**src/rtl/pipe_decoder.sv**
```systemverilog
// -----------------------------------------------------------------------------
// pipe_decoder
//   Decodes instructions at push time and buffers the decoded entries in a
//   DEPTH-entry FIFO. The head entry is presented on the outputs.
//
//   Handshake: a transfer happens on a rising clk edge when valid and ready
//   are both 1 on that side (in_valid/in_ready for push, out_valid/out_ready
//   for pop). in_ready and out_valid depend only on registered state, never
//   on the partner's valid/ready in the same cycle.
//
//   Parameters
//     REG_W   width of each register-address field (2..8)
//     DEPTH   FIFO entries, power of two (2..16)
//     INST_W  derived, 4 + 2*REG_W
//
//   Ports
//     clk        in   sole clock, rising edge
//     rst        in   synchronous active-high reset
//     inst       in   {op[3:0], rd[REG_W-1:0], rs[REG_W-1:0]}
//     in_valid   in   inst valid this cycle
//     in_ready   out  block can accept inst
//     out_valid  out  head entry valid
//     out_ready  in   consumer takes head entry
//     op         out  opcode of head entry
//     RegAddr    out  {rd, rs} of head entry
//     write, jump, mov, movReg, store, load   out  head-entry control flags
//     illegal    out  sticky illegal-opcode trap (0 unless trap enabled)
//     dec_count  out  number of entries popped, wraps at 16 bits
//
//   Build option
//     PIPE_DECODER_ILLEGAL_TRAP_EN  when defined, pushing an illegal opcode
//     sets a sticky illegal flag that blocks further pushes until rst; queued
//     entries still drain. When undefined, illegal opcodes pass through as
//     all-zero-flag entries and illegal is tied to 0.
// -----------------------------------------------------------------------------
module pipe_decoder #(
  parameter  int REG_W  = 6,
  parameter  int DEPTH  = 2,
  localparam int INST_W = 4 + 2 * REG_W
) (
  input  logic                 clk,
  input  logic                 rst,
  input  logic [INST_W-1:0]    inst,
  input  logic                 in_valid,
  output logic                 in_ready,
  output logic                 out_valid,
  input  logic                 out_ready,
  output logic [3:0]           op,
  output logic [2*REG_W-1:0]   RegAddr,
  output logic                 write,
  output logic                 jump,
  output logic                 mov,
  output logic                 movReg,
  output logic                 store,
  output logic                 load,
  output logic                 illegal,
  output logic [15:0]          dec_count
);

  localparam int PTR_W   = $clog2(DEPTH);
  localparam int OCC_W   = PTR_W + 1;
  localparam int FLAG_W  = 6;
  localparam int ENTRY_W = 4 + 2 * REG_W + FLAG_W;

  // Entry layout: {op, RegAddr, write, jump, mov, movReg, store, load}
  logic [ENTRY_W-1:0] r_mem [DEPTH];
  logic [PTR_W-1:0]   r_wr_ptr;
  logic [PTR_W-1:0]   r_rd_ptr;
  logic [OCC_W-1:0]   r_occ;
  logic [15:0]        r_dec_count;

  logic               w_push;
  logic               w_pop;
  logic               w_trap;
  logic [3:0]         w_op_in;
  logic [FLAG_W-1:0]  w_flags_in;
  logic [ENTRY_W-1:0] w_entry_in;
  logic [ENTRY_W-1:0] w_head;

  // ---------------------------------------------------------------------------
  // Decode (combinational, applied to the incoming instruction)
  // flags order: {write, jump, mov, movReg, store, load}
  // ---------------------------------------------------------------------------
  assign w_op_in = inst[INST_W-1 -: 4];

  always_comb begin
    w_flags_in = '0;
    case (w_op_in)
      4'h8:    w_flags_in = 6'b101000;  // mov
      4'h9:    w_flags_in = 6'b100100;  // movReg
      4'hA:    w_flags_in = 6'b100001;  // load
      4'hB:    w_flags_in = 6'b000010;  // store
      4'hC:    w_flags_in = 6'b010000;  // jump
      4'hD,
      4'hE,
      4'hF:    w_flags_in = 6'b000000;  // illegal: no flags, op kept
      default: w_flags_in = 6'b100000;  // 0..7 ALU
    endcase
  end

  assign w_entry_in = {inst, w_flags_in};

  // ---------------------------------------------------------------------------
  // Optional sticky illegal-opcode trap
  // ---------------------------------------------------------------------------
`ifdef PIPE_DECODER_ILLEGAL_TRAP_EN
  logic r_illegal;
  logic w_dec_illegal;

  assign w_dec_illegal = (w_op_in >= 4'hD);

  always_ff @(posedge clk) begin
    if (rst) begin
      r_illegal <= 1'b0;
    end else if (w_push && w_dec_illegal) begin
      r_illegal <= 1'b1;
    end
  end

  assign w_trap = r_illegal;
`else
  assign w_trap = 1'b0;
`endif

  assign illegal = w_trap;

  // ---------------------------------------------------------------------------
  // Handshake. in_ready looks only at registered occupancy (and the trap), so
  // a full FIFO never accepts a push even when a pop happens the same cycle.
  // ---------------------------------------------------------------------------
  assign in_ready  = (r_occ < OCC_W'(DEPTH)) && !w_trap;
  assign out_valid = (r_occ != '0);
  assign w_push    = in_valid && in_ready;
  assign w_pop     = out_valid && out_ready;

  // ---------------------------------------------------------------------------
  // FIFO storage: data needs no reset, validity is carried by r_occ
  // ---------------------------------------------------------------------------
  always_ff @(posedge clk) begin
    if (w_push) begin
      r_mem[r_wr_ptr] <= w_entry_in;
    end
  end

  // Pointers wrap naturally because DEPTH is a power of two.
  always_ff @(posedge clk) begin
    if (rst) begin
      r_wr_ptr    <= '0;
      r_rd_ptr    <= '0;
      r_occ       <= '0;
      r_dec_count <= '0;
    end else begin
      if (w_push) begin
        r_wr_ptr <= r_wr_ptr + PTR_W'(1);
      end
      if (w_pop) begin
        r_rd_ptr    <= r_rd_ptr + PTR_W'(1);
        r_dec_count <= r_dec_count + 16'd1;
      end
      case ({w_push, w_pop})
        2'b10:   r_occ <= r_occ + OCC_W'(1);
        2'b01:   r_occ <= r_occ - OCC_W'(1);
        default: r_occ <= r_occ;
      endcase
    end
  end

  // ---------------------------------------------------------------------------
  // Head outputs, forced to zero while nothing is queued
  // ---------------------------------------------------------------------------
  assign w_head = out_valid ? r_mem[r_rd_ptr] : '0;

  assign op      = w_head[ENTRY_W-1 -: 4];
  assign RegAddr = w_head[FLAG_W +: 2*REG_W];
  assign write   = w_head[5];
  assign jump    = w_head[4];
  assign mov     = w_head[3];
  assign movReg  = w_head[2];
  assign store   = w_head[1];
  assign load    = w_head[0];

  assign dec_count = r_dec_count;

endmodule

```
**config.mk**
```make
export PLATFORM = sky130hd
export DESIGN_NAME = pipe_decoder
export DESIGN_NICKNAME = d
export VERILOG_FILES = /design/src/rtl/pipe_decoder.sv
export SDC_FILE = /design/constraint.sdc
export NUM_CORES = 1
export LEC_CHECK = 0
export CAP_MARGIN = 40
export CORE_ASPECT_RATIO = 0.6
export CORE_MARGIN = 3
export CORE_UTILIZATION = 45
export DETAILED_ROUTE_END_ITERATION = 8
export PLACE_DENSITY = 0.73
export RECOVER_POWER = 100
export SYNTH_ARGS = -nofsm -noshare
export SYNTH_HDL_FRONTEND = slang
export SYNTH_SLANG_ARGS = --single-unit
export TNS_END_PERCENT = 20
```
**constraint.sdc**
```tcl
create_clock -name clk -period 2.25 [get_ports clk]
set_input_delay 0.45 -clock clk [delete_from_list [all_inputs] [get_ports clk]]
set_output_delay 0.45 -clock clk [all_outputs]
set_load 0.005 [all_outputs]
```
== Word-level counts from Yosys, hierarchy flattened ==
Memory sizes are Yosys's and may differ from the RTL's. A register that Yosys moved wholly into a read port is not among the register bits.
Cells that the tools add are included.
Word-level totals
  flip-flop bits (word level): 20
  RAM bits: 44
  bits in read-only memories: 96
  input bits: 20
  output and inout port bits: 41
  word-level logic and storage cells: 24
  memories kept: 2
Memory list
  (name not given): words 16, width 6, rd ports 1, clocked after memory_dff 0, wr ports 0, line 88  | case (w_op_in)
  r_mem: words 2, width 22, rd ports 1, clocked after memory_dff 1, wr ports 1, line 66  | logic [ENTRY_W-1:0] r_mem [DEPTH];
Cells by class
  $add $sub $neg: 5
  order comparisons: 1
  equal/unequal tests: 2
  multiplexer cells: 6
  reduce and logical (&&, ||, !) cells: 4
Operators with widths (count)
  22-bit 2-to-1 mux: 1
  16-bit by 1-bit adder with 16-bit output (second input constant): 1
  1-bit 2-to-1 mux: 4
  2-bit case mux with 2 select lines: 1
  2-bit nonzero test: 2
  1-bit adder (second input constant): 2
  2-bit by 1-bit adder with 2-bit output (second input constant): 1
  2-bit by 1-bit equality test with 1-bit output (second input constant): 1
  2-bit equality test (second input constant): 1
  1-bit logical AND: 2
  2-bit less-than comparator (second input constant): 1
  2-bit by 1-bit subtractor with 2-bit output (second input constant): 1

== Logic depth before layout (Yosys ltp) ==
Gate-level depths: netlist of the first run.
  word-level depth: 4
  gate-level depth with buffers: 7
  mapped depth without buffers: 6

== Worst setup path before layout of the first run ==
Ideal clock, no wire load.
  path type: reg-to-reg
  from: register r_occ[1]
  to: memory r_mem[0][0] (netlist bit), enable pin
  setup time: 0.401 ns
  arrival: 1.562 ns
  required time: 1.849 ns
  slack: 0.287 ns
  stages on the path, launching flop included: 5
  path buffers: 1
  period minus slack after synthesis: 1.963 ns
  cell sequence: dfxtp_1 > buf_2 > inv_1 > nand2_1 > nor2_1
On the way
  word-level cells in the longest chain between the ends: 4
RTL lines
  from (decl): line 69  | logic [OCC_W-1:0] r_occ;
  from (signal assigned): line 161  | 2'b10: r_occ <= r_occ + OCC_W'(1);
  from (signal assigned): line 162  | 2'b01: r_occ <= r_occ - OCC_W'(1);
  from (signal assigned): line 163  | default: r_occ <= r_occ;
  2-bit less-than comparator: line 131  | assign in_ready = (r_occ < OCC_W'(DEPTH)) && !w_trap;
  net in_ready: line 45  | output logic in_ready,
  1-bit logical AND: line 133  | assign w_push = in_valid && in_ready;
  1-bit 2-to-1 mux: line 140  | if (w_push) begin
  1-bit 2-to-1 mux (implied by the code): line 141  | r_mem[r_wr_ptr] <= w_entry_in;
  to (decl): line 66
The timed path passes the listed nets, and every way through them passes these cells.

== Worst setup path in the final report of the first run ==
  from: register r_occ[1]
  to: output port RegAddr[3]
On the way
  word-level cells in the longest chain between the ends: 2
RTL lines
  2-bit nonzero test: line 132  | assign out_valid = (r_occ != '0);
  22-bit 2-to-1 mux: line 171  | assign w_head = out_valid ? r_mem[r_rd_ptr] : '0;
  to (decl): line 49  | output logic [2*REG_W-1:0] RegAddr,
Every way passes these cells.

==> results.json, run 1 <==
{
  "finalCritPeriodShare_pct": 94.3,
  "min_path_cells": 2,
  "netlist_instances": 215,
  "met1_length_mm": 2.63,
  "holdPathEnd": "dec_count[9]",
  "htreeDepth": 3,
  "finalMaxSlewViolations": 0,
  "cts-root-buf": "clkbuf_8",
  "ys_types": 35,
  "n_fill_cell": 470,
  "via_count": 1772,
  "path_buf_inv": 2,
  "antenna_left": 0,
  "yosys.area_share.adder_pct": 0.940,
  "crit_arrival_ps": 1670,
  "synth_area_per_cell_um2": 12.4,
  "drive_gt1_share_pct": 8.36,
  "totalWireLength_mm": 5.07,
  "cap_violations": 0,
  "rr_worst_depth": 4,
  "drt-initial-drc-count": 97,
  "r2r_start": "dec_count[3]",
  "finalNetCount": 304,
  "async_reset_ff_share_pct": 0,
  "grt_pass1_vias": 1631,
  "top_layer_used": "met4",
  "synth_edf_count": 44,
  "core-area_um2": 5650,
  "syn_area_um2": 2660,
  "setup_viol": 0,
  "critPathMaxStageDelay_ps": 520,
  "finalSetupTns_ps": 0,
  "cp-end-kind": "primary output",
  "rrSetupSlack_ps": 330,
  "status": "finished clean",
  "worst_pin_slew_ps": 599,
  "max_freq_mhz": 471,
  "drtPass1Iterations": 4,
  "insertion_delay_ps": 320,
  "diodes": 0,
  "synth_top_area_share_pct": 49.6,
  "cts_setup_buffers": 0,
  "critPathSlowestCell": "clkdlybuf4s50_1",
  "die_w_um": 105,
  "cts_made_buffers": 9,
  "p_per_area_nw_per_um2": 1030,
  "synth.ff_latch_count": 65,
  "clk_pin_slew_ps": 60,
  "cts_tree": "done",
  "met3WireLength_um": 203,
  "gp_congestion": 0.797,
  "crit_family": "buffers and inverters",
  "die_y_um": 65.6,
  "r2r-end": "dec_count[15]",
  "overflow": 0,
  "synthFlopType": "edfxtp_1",
  "synthMuxAreaShare_pct": 8.27,
  "clk_path_buf_depth": 2,
  "synthXorXnorAreaFrac_pct": 4.61,
  "yosysTopAreaCell": "edfxtp_1",
  "dp_hpwl_mm": 3.50,
  "yosysWarnings": 0,
  "synth_common_cells": "edfxtp_1 (44), nor2_1 (41), mux2i_1 (22)",
  "drc": 0,
  "hp-class": "register to register",
  "synth_compound_area_share_pct": 4.18,
  "path_max_fanout": 23,
  "path_class": "register to primary output",
  "p_total_mw": 3.66,
  "antenna_found_initial": 0,
  "via_per_inst": 4.83,
  "ir_drop_uv": 522,
  "hold_viol_final": 0,
  "crit_top_cell": "nor2_1",
  "start_kind": "register",
  "slew_headroom_pct": 60.1,
  "ios": 61,
  "worstHoldStart": "dec_count[9]",
  "synth_top_family_by_area": "simple AND/OR/NAND/NOR gates",
  "wl_per_cell_um": 13.8,
  "min_period_ps": 2120,
  "grt_pass1_wl_mm": 8.16,
  "portBuffers": 59,
  "synth-simple-area-share_pct": 14.1,
  "syn2layout_area_growth_pct": 33.1,
  "cp.required_ps": 1800,
  "rsz0062_at_grt": "false",
  "grt_max_degree": 24,
  "path_cells": "nor2_1, buf_4, nor2_1, clkdlybuf4s50_1",
  "synth_area_leaders": "edfxtp_1 (50%), dfxtp_1 (16%), mux2i_1 (8.3%), nor2_1 (5.8%), xnor2_1 (3.0%)",
  "finClkSkew_ps": 5.30,
  "clkSinkCount": 65,
  "die_area_um2": 6910,
  "synth.most_common_cell": "edfxtp_1",
  "initial_utilization_pct": 47.1,
  "p_leak_nw": 1.25,
  "track_usage_pct": 15.4,
  "ys_seq_area_share_pct": 65.4,
  "syn_nets": 237,
  "met2_length_mm": 2.19,
  "rows": 21
}
## per-stage QoR
stage | std cells | setup WS (ps) | area (µm²) | utilization [%] | hold WS (ps)
2_1_floorplan | 215 | 287 | 2660 | - | 468
3_3_place_gp | 351 | 89.1 | 3380 | 59.8 | 477
3_5_place_dp | 351 | 62.2 | 3380 | 59.8 | 495
4_1_cts | 367 | 69.8 | 3570 | 63.1 | 514
5_1_grt | 367 | 46.7 | 3540 | 62.7 | 533
6_report | 367 | 129 | 3540 | 62.7 | 507
## timing repair
item / CTS / global route
endpoints found under the setup margin: 10 / 3
hold buffers: 0 / 0
resized for setup: 2 / 2
pin swaps: 0 / 0
## layer usage
metal  track usage, %  vias up
met5                0        -
met4             4.91        0
met3             4.61        4
met2             22.1       33
met1             22.3      830
li1                 -      905
## registers in the layout, indices dropped and copies added, names as in the netlist, named ones only
register,count
dec_count,16
r_mem,44
r_occ,2
r_rd_ptr,1
r_wr_ptr,1
## final cells by class
cell class	instances	area, µm²	share of cell area [%]
Sequential cell	65	1750	49.3
Multi-Input combinational cell	135	843	23.8
Timing Repair Buffer	66	647	18.2
Clock buffer	10	128	3.60
Tap cell	80	100	2.82
Clock inverter	6	58.8	1.66
Inverter	5	18.8	0.529
## layout by cell type (no fill, tap or decap), types with 6 or more instances in the layout
cell type        instances
mux2i_1                 22
o21ai_0                  6
dfxtp_1                 19
nand3_1                  6
a21oi_1                  7
dlygate4sd3_1           35
xnor2_1                  9
nand2_1                  9
edfxtp_1                44
nor2_1                  40
clkdlybuf4s50_1         24
clkbuf_8                 9
## how the worst max path moves through the flow
stage	from	endpoint	slack [ps]	depth (start not counted)
after global placement	out_ready	dec_count[13]	90	5
after detailed placement	out_ready	r_occ[1]	60	7
after CTS	r_occ[0]	op[1]	70	4
after floorplan	r_occ[1]	r_mem[0][0]	290	4
after global routing	r_occ[0]	RegAddr[8]	50	4
final	r_occ[1]	RegAddr[3]	130	4
## worst register-to-register path: stages, from the launching register on
cell and delay [ps]:
dfxtp_1 430, nand4_1 260, or4_1 640, or3_1 370, a21oi_1 150
## power by group
group	leakage, nW	switching [mW]	internal, mW
clock	0.0897	0.411	0.504
sequential	0.586	0.0902	1.50
combinational	0.577	0.542	0.615
## cell families (layout without fill, tap and decap cells)
family / count (synthesis) / after routing
xor+xnor: 14 / 14
flops: 65 / 65
fa+ha+maj: 2 / 2
buf+inv: 15 / 87
mux: 22 / 22
compound gates: 18 / 18
simple gates: 78 / 78
other cells: 1 / 1
No activity file was read; power rests on OpenSTA's default activity.
==> inputs of run 2 (changes only) <==
--- a/config.mk
+++ b/config.mk
@@ -9,7 +9,9 @@
 export CORE_ASPECT_RATIO = 0.6
 export CORE_MARGIN = 3
 export CORE_UTILIZATION = 45
+export CTS_CLUSTER_DIAMETER = 120
 export DETAILED_ROUTE_END_ITERATION = 8
+export MAX_ROUTING_LAYER = met4
 export PLACE_DENSITY = 0.73
 export RECOVER_POWER = 100
 export SYNTH_ARGS = -nofsm -noshare
==> results.json, run 2 (same netlist as run 1, synthesis figures left out) <==
{
  "regMostFlops": "r_mem",
  "layout_common_cells": "edfxtp_1 (44), nor2_1 (40), dlygate4sd3_1 (35), clkdlybuf4s50_1 (24), mux2i_1 (22)",
  "path_max_fanout": 23,
  "p_leak_nw": 1.25,
  "grt_max_degree": 24,
  "clkSinkCount": 65,
  "finalNetCount": 304,
  "p_per_area_nw_per_um2": 1030,
  "finalSetupTns_ps": 0,
  "core-area_um2": 5650,
  "largest_reg_flops": 44,
  "wl_per_cell_um": 13.8,
  "cap_violations": 0,
  "dp_slack_ps": 62.2,
  "rows": 21,
  "rsz0062_at_grt": "false",
  "cts_resized": 2,
  "ir_drop_uv": 523,
  "via_per_inst": 4.83,
  "via_count": 1772,
  "crit_arrival_ps": 1670,
  "overflow": 0,
  "cts_tree": "done",
  "clk_pin_slew_ps": 60,
  "htreeDepth": 3,
  "antenna_found_initial": 0,
  "status": "finished clean",
  "portBuffers": 59,
  "cts_made_buffers": 9,
  "min_period_ps": 2120,
  "path_class": "register to primary output",
  "cts-root-buf": "clkbuf_8",
  "gp_congestion": 0.808,
  "fin_ws_ps": 131,
  "drt-initial-drc-count": 101,
  "finalMaxSlewViolations": 0,
  "cp-end-kind": "primary output",
  "grt_pass1_vias": 1625,
  "final_common_cell": "edfxtp_1",
  "cts_setup_buffers": 0,
  "setup_viol": 0,
  "worstHoldStart": "dec_count[9]",
  "syn2layout_area_growth_pct": 33.1,
  "hold_buffers": 0,
  "diodes": 0,
  "insertion_delay_ps": 320,
  "finClkSkew_ps": 5.72,
  "place_area_um2": 3380,
  "hold_viol_final": 0,
  "die_y_um": 65.6,
  "initial_utilization_pct": 47.1,
  "drive_gt1_share_pct": 8.36,
  "hp-class": "register to register",
  "die_w_um": 105,
  "worst_pin_slew_ps": 598,
  "clk_path_buf_depth": 2,
  "fin_area_um2": 3540,
  "finalCritPeriodShare_pct": 94.2,
  "track_usage_pct": 15.9,
  "start_kind": "register",
  "max_freq_mhz": 472,
  "r2r_start": "dec_count[3]",
  "slew_headroom_pct": 60.1,
  "die_area_um2": 6910,
  "ios": 61,
  "dp_hpwl_mm": 3.50,
  "drc": 0,
  "totalWireLength_mm": 5.07,
  "antenna_left": 0,
  "n_fill_cell": 470,
  "drtPass1Iterations": 4,
  "cp.required_ps": 1800,
  "crit_start": "r_occ[1]",
  "grt_pass1_wl_mm": 8.20
}
[run 2: cell counts in the layout (fill, tap and decap cells not counted)]
No cell type changed its count.
[run 2: layout make-up]
cell class / count / area (µm²) / area share, %
multi-input cells: 135 / 843 / 23.8
flip-flops and latches: 65 / 1750 / 49.3
inverters: 5 / 18.8 / 0.529
well taps: 80 / 100 / 2.82
clock inverters: 6 / 58.8 / 1.66
clock buffers: 10 / 128 / 3.60
repair buffers: 66 / 647 / 18.2
[run 2: worst paths after layout]
check / endpoint / slack, ps / depth (start not counted)
hold reg to reg: dec_count[9] / 510 / 2
setup / recovery: RegAddr[3] / 130 / 4
hold / removal: dec_count[9] / 510 / 2
setup reg to reg: dec_count[15] / 330 / 4
[run 2: critical path, cell delays in order, from the launching register on]
cell             delay, ps
dfxtp_4                390
nor2_1                  60
buf_4                  210
nor2_1                 160
clkdlybuf4s50_1        520
[run 2: stage by stage]
step           hold WS (ps)  instances  util (%)  power (mW)
4_1_cts                 514        367      63.1        3.74
5_1_grt                 533        367      62.7        3.88
3_5_place_dp            495        351      59.8        2.81
3_3_place_gp            477        351      59.8        2.79
6_report                510        367      62.7        3.66
2_1_floorplan           468        215         -        2.17
[run 2: metal layers]
| metal | up-vias | routed length [µm] | track usage [%] |
|---|---|---|---|
| met1 | 831 | 2620 | 22.5 |
| met5 | - | 0 | - |
| li1 | 904 | - | - |
| met3 | 4 | 223 | 5.20 |
| met2 | 33 | 2200 | 22.0 |
| met4 | 0 | 25 | 4.42 |
[run 2: power breakdown]
| part | internal, mW | leakage [nW] | switching [mW] |
|---|---|---|---|
| Clock | 0.504 | 0.0897 | 0.413 |
| Sequential | 1.50 | 0.586 | 0.0898 |
| Combinational | 0.615 | 0.577 | 0.542 |
==> RTL edit 1, RTL diff (settings of run 2) <==
`DEPTH`: 2 -> 4. Comments in the files are not updated.
--- a/src/rtl/pipe_decoder.sv
+++ b/src/rtl/pipe_decoder.sv
@@ -36,5 +36,5 @@
 module pipe_decoder #(
   parameter  int REG_W  = 6,
-  parameter  int DEPTH  = 2,
+  parameter  int DEPTH  = 4,
   localparam int INST_W = 4 + 2 * REG_W
 ) (
Check against the original RTL: not equivalent (a bounded check fails within 4 cycles, from zero or initial values and one cycle with rst high).
==> RTL edit 1 against run 2 <==
Via count increased by 54%; sequential power increased by 68%; setup slack got worse by 150 ps; sequential cell count increased by 48; critical endpoint is now op[0]; clock power increased to 3.0 times the old value; hold slack got worse by 28 ps; final area increased by 73%; first-iteration DRC count increased by 54%; die area increased by 66%; register-to-register slack improved by 60 ps; area after synthesis increased by 72%; power increased by 110%; the flow now finishes with violations (negative setup slack); wire length increased by 95%; largest cell class unchanged.
==> RTL edit 1: results (changes against run 2) <==
Synthesis
  • Yosys cell types: 40 (+14%)
  • Sequential fraction of the synthesis area: 0.6860 (+0.03183)
  • Yosys warning count: 0 (unchanged)
  • Synth top cells by count: edfxtp_1 (88), and2_1 (26), dfxtp_1 (25)
  • Synth async-reset ratio: 0 (unchanged)
  • Syn nets: 308 (+30%)
  • Synth area leaders: edfxtp_1 (58%), dfxtp_1 (11%), mux4_2 (11%)
  • EDFF count, synth: 88 (+100%)
  • Top FF cell, synth: edfxtp_1
  • Syn Area/Cell: 16.31 um2 (+32%)

Place
  • Gpl congestion: 0.7901 (-2.2%)
  • Final HPWL DP: 5854 um (+67%)
  • Port bufs: 59 (unchanged)
  • DP Area: 0.005450 mm2 (+61%)
  • Placed cell count: 478 (+36%)

STA
  • PnR worst setup slack: -16.93 ps (-148.0 ps)
  • Final setup viols: 9 (+9)
  • Slew @ Worst Pin: 568.6 ps (-29.35 ps)
  • Worst clock skew: 8.537 ps (+2.818 ps)

Setup path
  • Worst Path Max Fanout: 5 (-78%)
  • Crit path DAT: 1820 ps (+150 ps)

Detailed routing
  • Routed vias/inst: 5.231 (+8.3%)
  • DR pass1 iterations: 4 (unchanged)
  • Total number of vias: 2736 (+54%)
  • Iter 0 DRT Violations: 156 (+54%)
  • Antenna-violating nets left: 0 (unchanged)
  • Avg WL per Cell: 18.89 um (+37%)

GRT
  • First-pass GRT wire length: 15680 um (+91%)
  • Initial antenna violation count: 0 (unchanged)
  • Largest net degree at the start of global routing: 25 (+4.2%)
  • Global Route Usage Sum: 0.1929 (+0.03358)
  • Vias in the first global route: 2875 (+77%)

Min path
  • Hold Crit Class: reg -> reg

Clock network
  • Clock Root Buffer: clkbuf_16
  • Clk buf depth: 2 (unchanged)
  • CTS H-tree depth: 4 (+1)
  • CTS buffer count: 17 (+8)
  • Clock Pin Slew Worst Setup and Hold Paths: 50 ps
  • Clock Latency Late Sink: 410 ps (+90 ps)

Layout
  • Diode count: 0 (unchanged)
  • Max FFs per register: 88 (+100%)
  • Nets: 407 (+34%)
  • Fraction of layout cells with a size suffix above 1: 0.3206 (+0.2370)
  • Top reg by flops: r_mem

Pwr
  • IR drop worst, VDD: 686.9 uV (+31%)
  • Static Leak: 2.281 nW (+82%)
  • PwrDens: 1260 mW/mm2 (+22%)

Outcome
  • Violated checks: negative setup slack
  • Outcome: complete, but fails checks
[RTL edit 1: repair_timing]
item	CTS	global route
endpoints found under the setup margin	23	21
setup buffers	11	3
gates cloned	2	0
pin swaps	21	2
resized for setup	98	25
[RTL edit 1: layout make-up]
cell class	instances	area [um2]
timing repair buffer	92	834.6
inverter	8	30.03
fill	688	3388
sequential	113	3151
multi-input combinational	148	1361
clock buffer	18	429.2
clock inverter	14	170.2
tap	130	162.7
[RTL edit 1: final timing paths]
| check | startpoint | end | slack, ps | depth (start not counted) |
|---|---|---|---|---|
| worst max-delay path | register | op[0] | -20 | 5 |
| worst min-delay path | dec_count[15] | dec_count[15] | 480 | 2 |
| worst max register to register | r_occ[2] | r_occ[2] | 390 | 7 |
| worst min register to register | dec_count[15] | dec_count[15] | 480 | 2 |
[RTL edit 1: cells by family (layout without fill, tap and decap cells)]
logic type,Yosys count,after routing,synth area share
DFF,113,113,0.6860
adders and majority gates,7,7,0.02075
buffers and inverters,20,132,0.01993
muxes,23,23,0.1103
AOI/OAI and AO/OA,17,17,0.02403
xor gates and xnor gates,15,15,0.02867
and+or+nand+nor,85,85,0.1095
other,1,1,0.0008184
[RTL edit 1: layer usage]
metal  wire, um  vias to the layer above  global-route usage
li1           -                     1251                   -
met3        463                       23             0.05689
met1       4498                     1379              0.2492
met2       4727                       83              0.2824
met5          0                        -                   -
met4        190                        0             0.08966
[RTL edit 1: where the power goes]
group | internal [mW] | switching (mW)
clock network | 1.83 | 0.898
registers | 2.53 | 0.138
logic | 1.37 | 0.972
[RTL edit 1: stage by stage]
stage               TNS (ps)  setup WS (ps)
detailed placement    -170.4         -170.4
floorplan                  0          162.6
global placement      -52.73         -52.73
global route          -924.2         -80.27
finish                -60.03         -16.93
CTS                    -1721         -125.9
[RTL edit 1: worst max-delay path, cell delays in order (launching register included)]
cell	delay [ps]
dfxtp_4	410
buf_12	130
buf_12	120
mux4_2	490
and2_4	150
buf_6	110
==> RTL edit 2, RTL diff (settings of run 2) <==
Without the edit above. Put one more register stage on the output `dec_count`, without a reset. The value now appears one clock later. The other outputs are not delayed to match.
--- a/src/rtl/pipe_decoder.sv
+++ b/src/rtl/pipe_decoder.sv
@@ -180,5 +180,7 @@
   assign load    = w_head[0];
 
-  assign dec_count = r_dec_count;
+  always_ff @(posedge clk) begin
+    dec_count <= r_dec_count;
+  end
 
 endmodule
Formal check against the unedited RTL: not equivalent (a bounded check fails within 4 cycles, from zero or initial values and one cycle with rst high).
==> RTL edit 2 against run 2 <==
Area after synthesis up 13%; setup slack worse by 3.8 ps; hold slack worse by 140 ps; final area up 11%; wire length up 3.3%; global-route usage down 1.0 points; critical path type unchanged; power up 12%; largest power group unchanged; sequential cell count up 16.
==> RTL edit 2: results (changes against run 2) <==
Clock network
  • Clock Latency Late Sink: 340 ps (+20 ps)
  • Clk buf depth: 2 (unchanged)
  • Clock Pin Slew Worst Setup and Hold Paths: 70 ps
  • Post CTS Setup Buffer Count: 0 (unchanged)
  • CTS buffer count: 9 (unchanged)
  • Clock Root Buffer: clkbuf_8

Setup path
  • FF-to-FF path depth: 5 (+1)
  • Worst Path Max Fanout: 22 (-4.3%)
  • Crit path DAT: 1670 ps (about the same)
  • Critical Path Max Stage Delay: 440 ps (-80 ps)
  • RR Startpoint: r_occ[0]
  • Reg2Reg Setup Slack: 430 ps (+100 ps)
  • FF-to-FF End: r_dec_count[15]
  • Worst path slowest cell: clkdlybuf4s50_1

Synthesis
  • Synth async-reset ratio: 0 (unchanged)
  • Adder-cell share of the synthesized area: 0.008306 (-0.001093)
  • Compound-cell area share of the yosys netlist: 0.03032 (-0.01151)
  • Syn nets: 250 (+5.5%)
  • Sequential fraction of the synthesis area: 0.6844 (+0.03025)
  • Synth Area in XOR/XNOR: 0.03779 (-0.008262)
  • Synth top cells by count: edfxtp_1 (44), nor2_1 (43), dfxtp_1 (37)
  • Synth area leaders: edfxtp_1 (44%), dfxtp_1 (25%), mux2i_1 (7.6%)
  • Top FF cell, synth: edfxtp_1
  • Post-synthesis mux area share: 0.08762 (+0.004918)
  • Yosys cell types: 37 (+5.7%)
  • EDFF count, synth: 44 (unchanged)

STA
  • Worst hold slack: 368.1 ps (-141.4 ps)
  • Worst slew margin: 0.6055 (+0.004070)
  • Worst clock skew: 7.564 ps (+1.846 ps)

GRT
  • Largest net degree at the start of global routing: 24 (unchanged)
  • Global Route Usage Sum: 0.1491 (-0.01015)
  • Vias in the first global route: 1799 (+11%)
  • Global route total overflow: 0 (unchanged)
  • Initial antenna violation count: 0 (unchanged)
  • First-pass GRT wire length: 8756 um (+6.8%)

Min path
  • Hold Crit Class: reg -> reg
  • Min-Delay Startpoint: r_dec_count[15]
  • Worst Hold Path EP: dec_count[15]
  • Hold path cells: 0 (-2)

Layout
  • Nets: 318 (+4.6%)
  • Largest regs: r_mem x44, dec_count x16, r_dec_count x16
  • Fillers: 529 (+13%)
  • Diode count: 0 (unchanged)
  • Fraction of layout cells with a size suffix above 1: 0.1063 (+0.02269)

Place
  • DP Area: 0.003739 mm2 (+11%)
  • Port bufs: 59 (unchanged)
  • Gpl congestion: 0.7450 (-7.8%)
  • Final HPWL DP: 3583 um (+2.5%)
  • Dpl ws: 33.16 ps (-29.05 ps)

Detailed routing
  • Total number of vias: 1851 (+4.5%)
  • Overall routed net length: 5232 um (+3.3%)
  • Iter 0 DRT Violations: 84 (-17%)
  • DR pass1 iterations: 4 (unchanged)

Outcome
  • Outcome: completed

Pwr
  • Pint: 3.000 mW (+15%)
  • Static Leak: 1.470 nW (+17%)
  • IR drop worst, VDD: 752.4 uV (+44%)
[RTL edit 2: layer usage]
layer,global-route usage,routed length (um),vias to the layer above
li1,-,-,933
met1,0.2050,2710,866
met2,0.2039,2196,44
met3,0.04795,254,8
met4,0.06073,70,0
met5,-,0,-
[RTL edit 2: worst max-delay path: cells and delay by family (launching register included)]
kind                   cells  cell delay [ps]
multiplexers               1              250
flip-flops                 1              370
AND/OR/NAND/NOR            1               50
buffers and inverters      2              650
[RTL edit 2: timing repair]
action                                  CTS  global route
endpoints found under the setup margin   12             2
resized for setup                         1             1
cloned                                    0             0
[RTL edit 2: final cells by class]
class / count / area share
clock buffers: 12 / 0.04022
clock inverters: 4 / 0.01277
inverters: 4 / 0.003830
multi-input cells: 133 / 0.2231
flip-flops and latches: 81 / 0.5263
well taps: 84 / 0.02681
repair buffers: 67 / 0.1669
[RTL edit 2: cells by family (layout without fill, tap and decap cells)]
kind of cell,Yosys count,count (layout)
flip-flops,81,81
AND/OR/NAND/NOR,79,79
multiplexers,26,26
buffers and inverters,14,87
XOR/XNOR,13,13
AO/OA/AOI/OAI,12,12
adder cells (fa/ha/maj),2,2
other,1,1
[RTL edit 2: how the worst max path moves through the flow]
stage,start,endpoint,slack [ps]
after floorplan,r_occ[1],r_mem[0][0],340
after global placement,out_ready,r_dec_count[15],80
after detailed placement,out_ready,r_dec_count[15],30
after CTS,r_occ[1],movReg,60
after global routing,register,movReg,1
final,register,RegAddr[6],130
[RTL edit 2: power by group through the flow]
stage          Combinational (mW)  Clock, mW  Sequential (mW)
4_1_cts                      1.21       1.10             1.86
5_1_grt                      1.29       1.16             1.88
3_3_place_gp                 1.19          0             1.88
3_5_place_dp                 1.21          0             1.89
2_1_floorplan               0.599          0             1.87
6_report                     1.17       1.07             1.86
[RTL edit 2: through the flow]
step,power [mW],util,instances
2_1_floorplan,2.471,-,228
3_3_place_gp,3.077,0.5931,369
3_5_place_dp,3.097,0.5931,369
4_1_cts,4.176,0.6262,385
5_1_grt,4.325,0.6219,385
6_report,4.094,0.6219,385
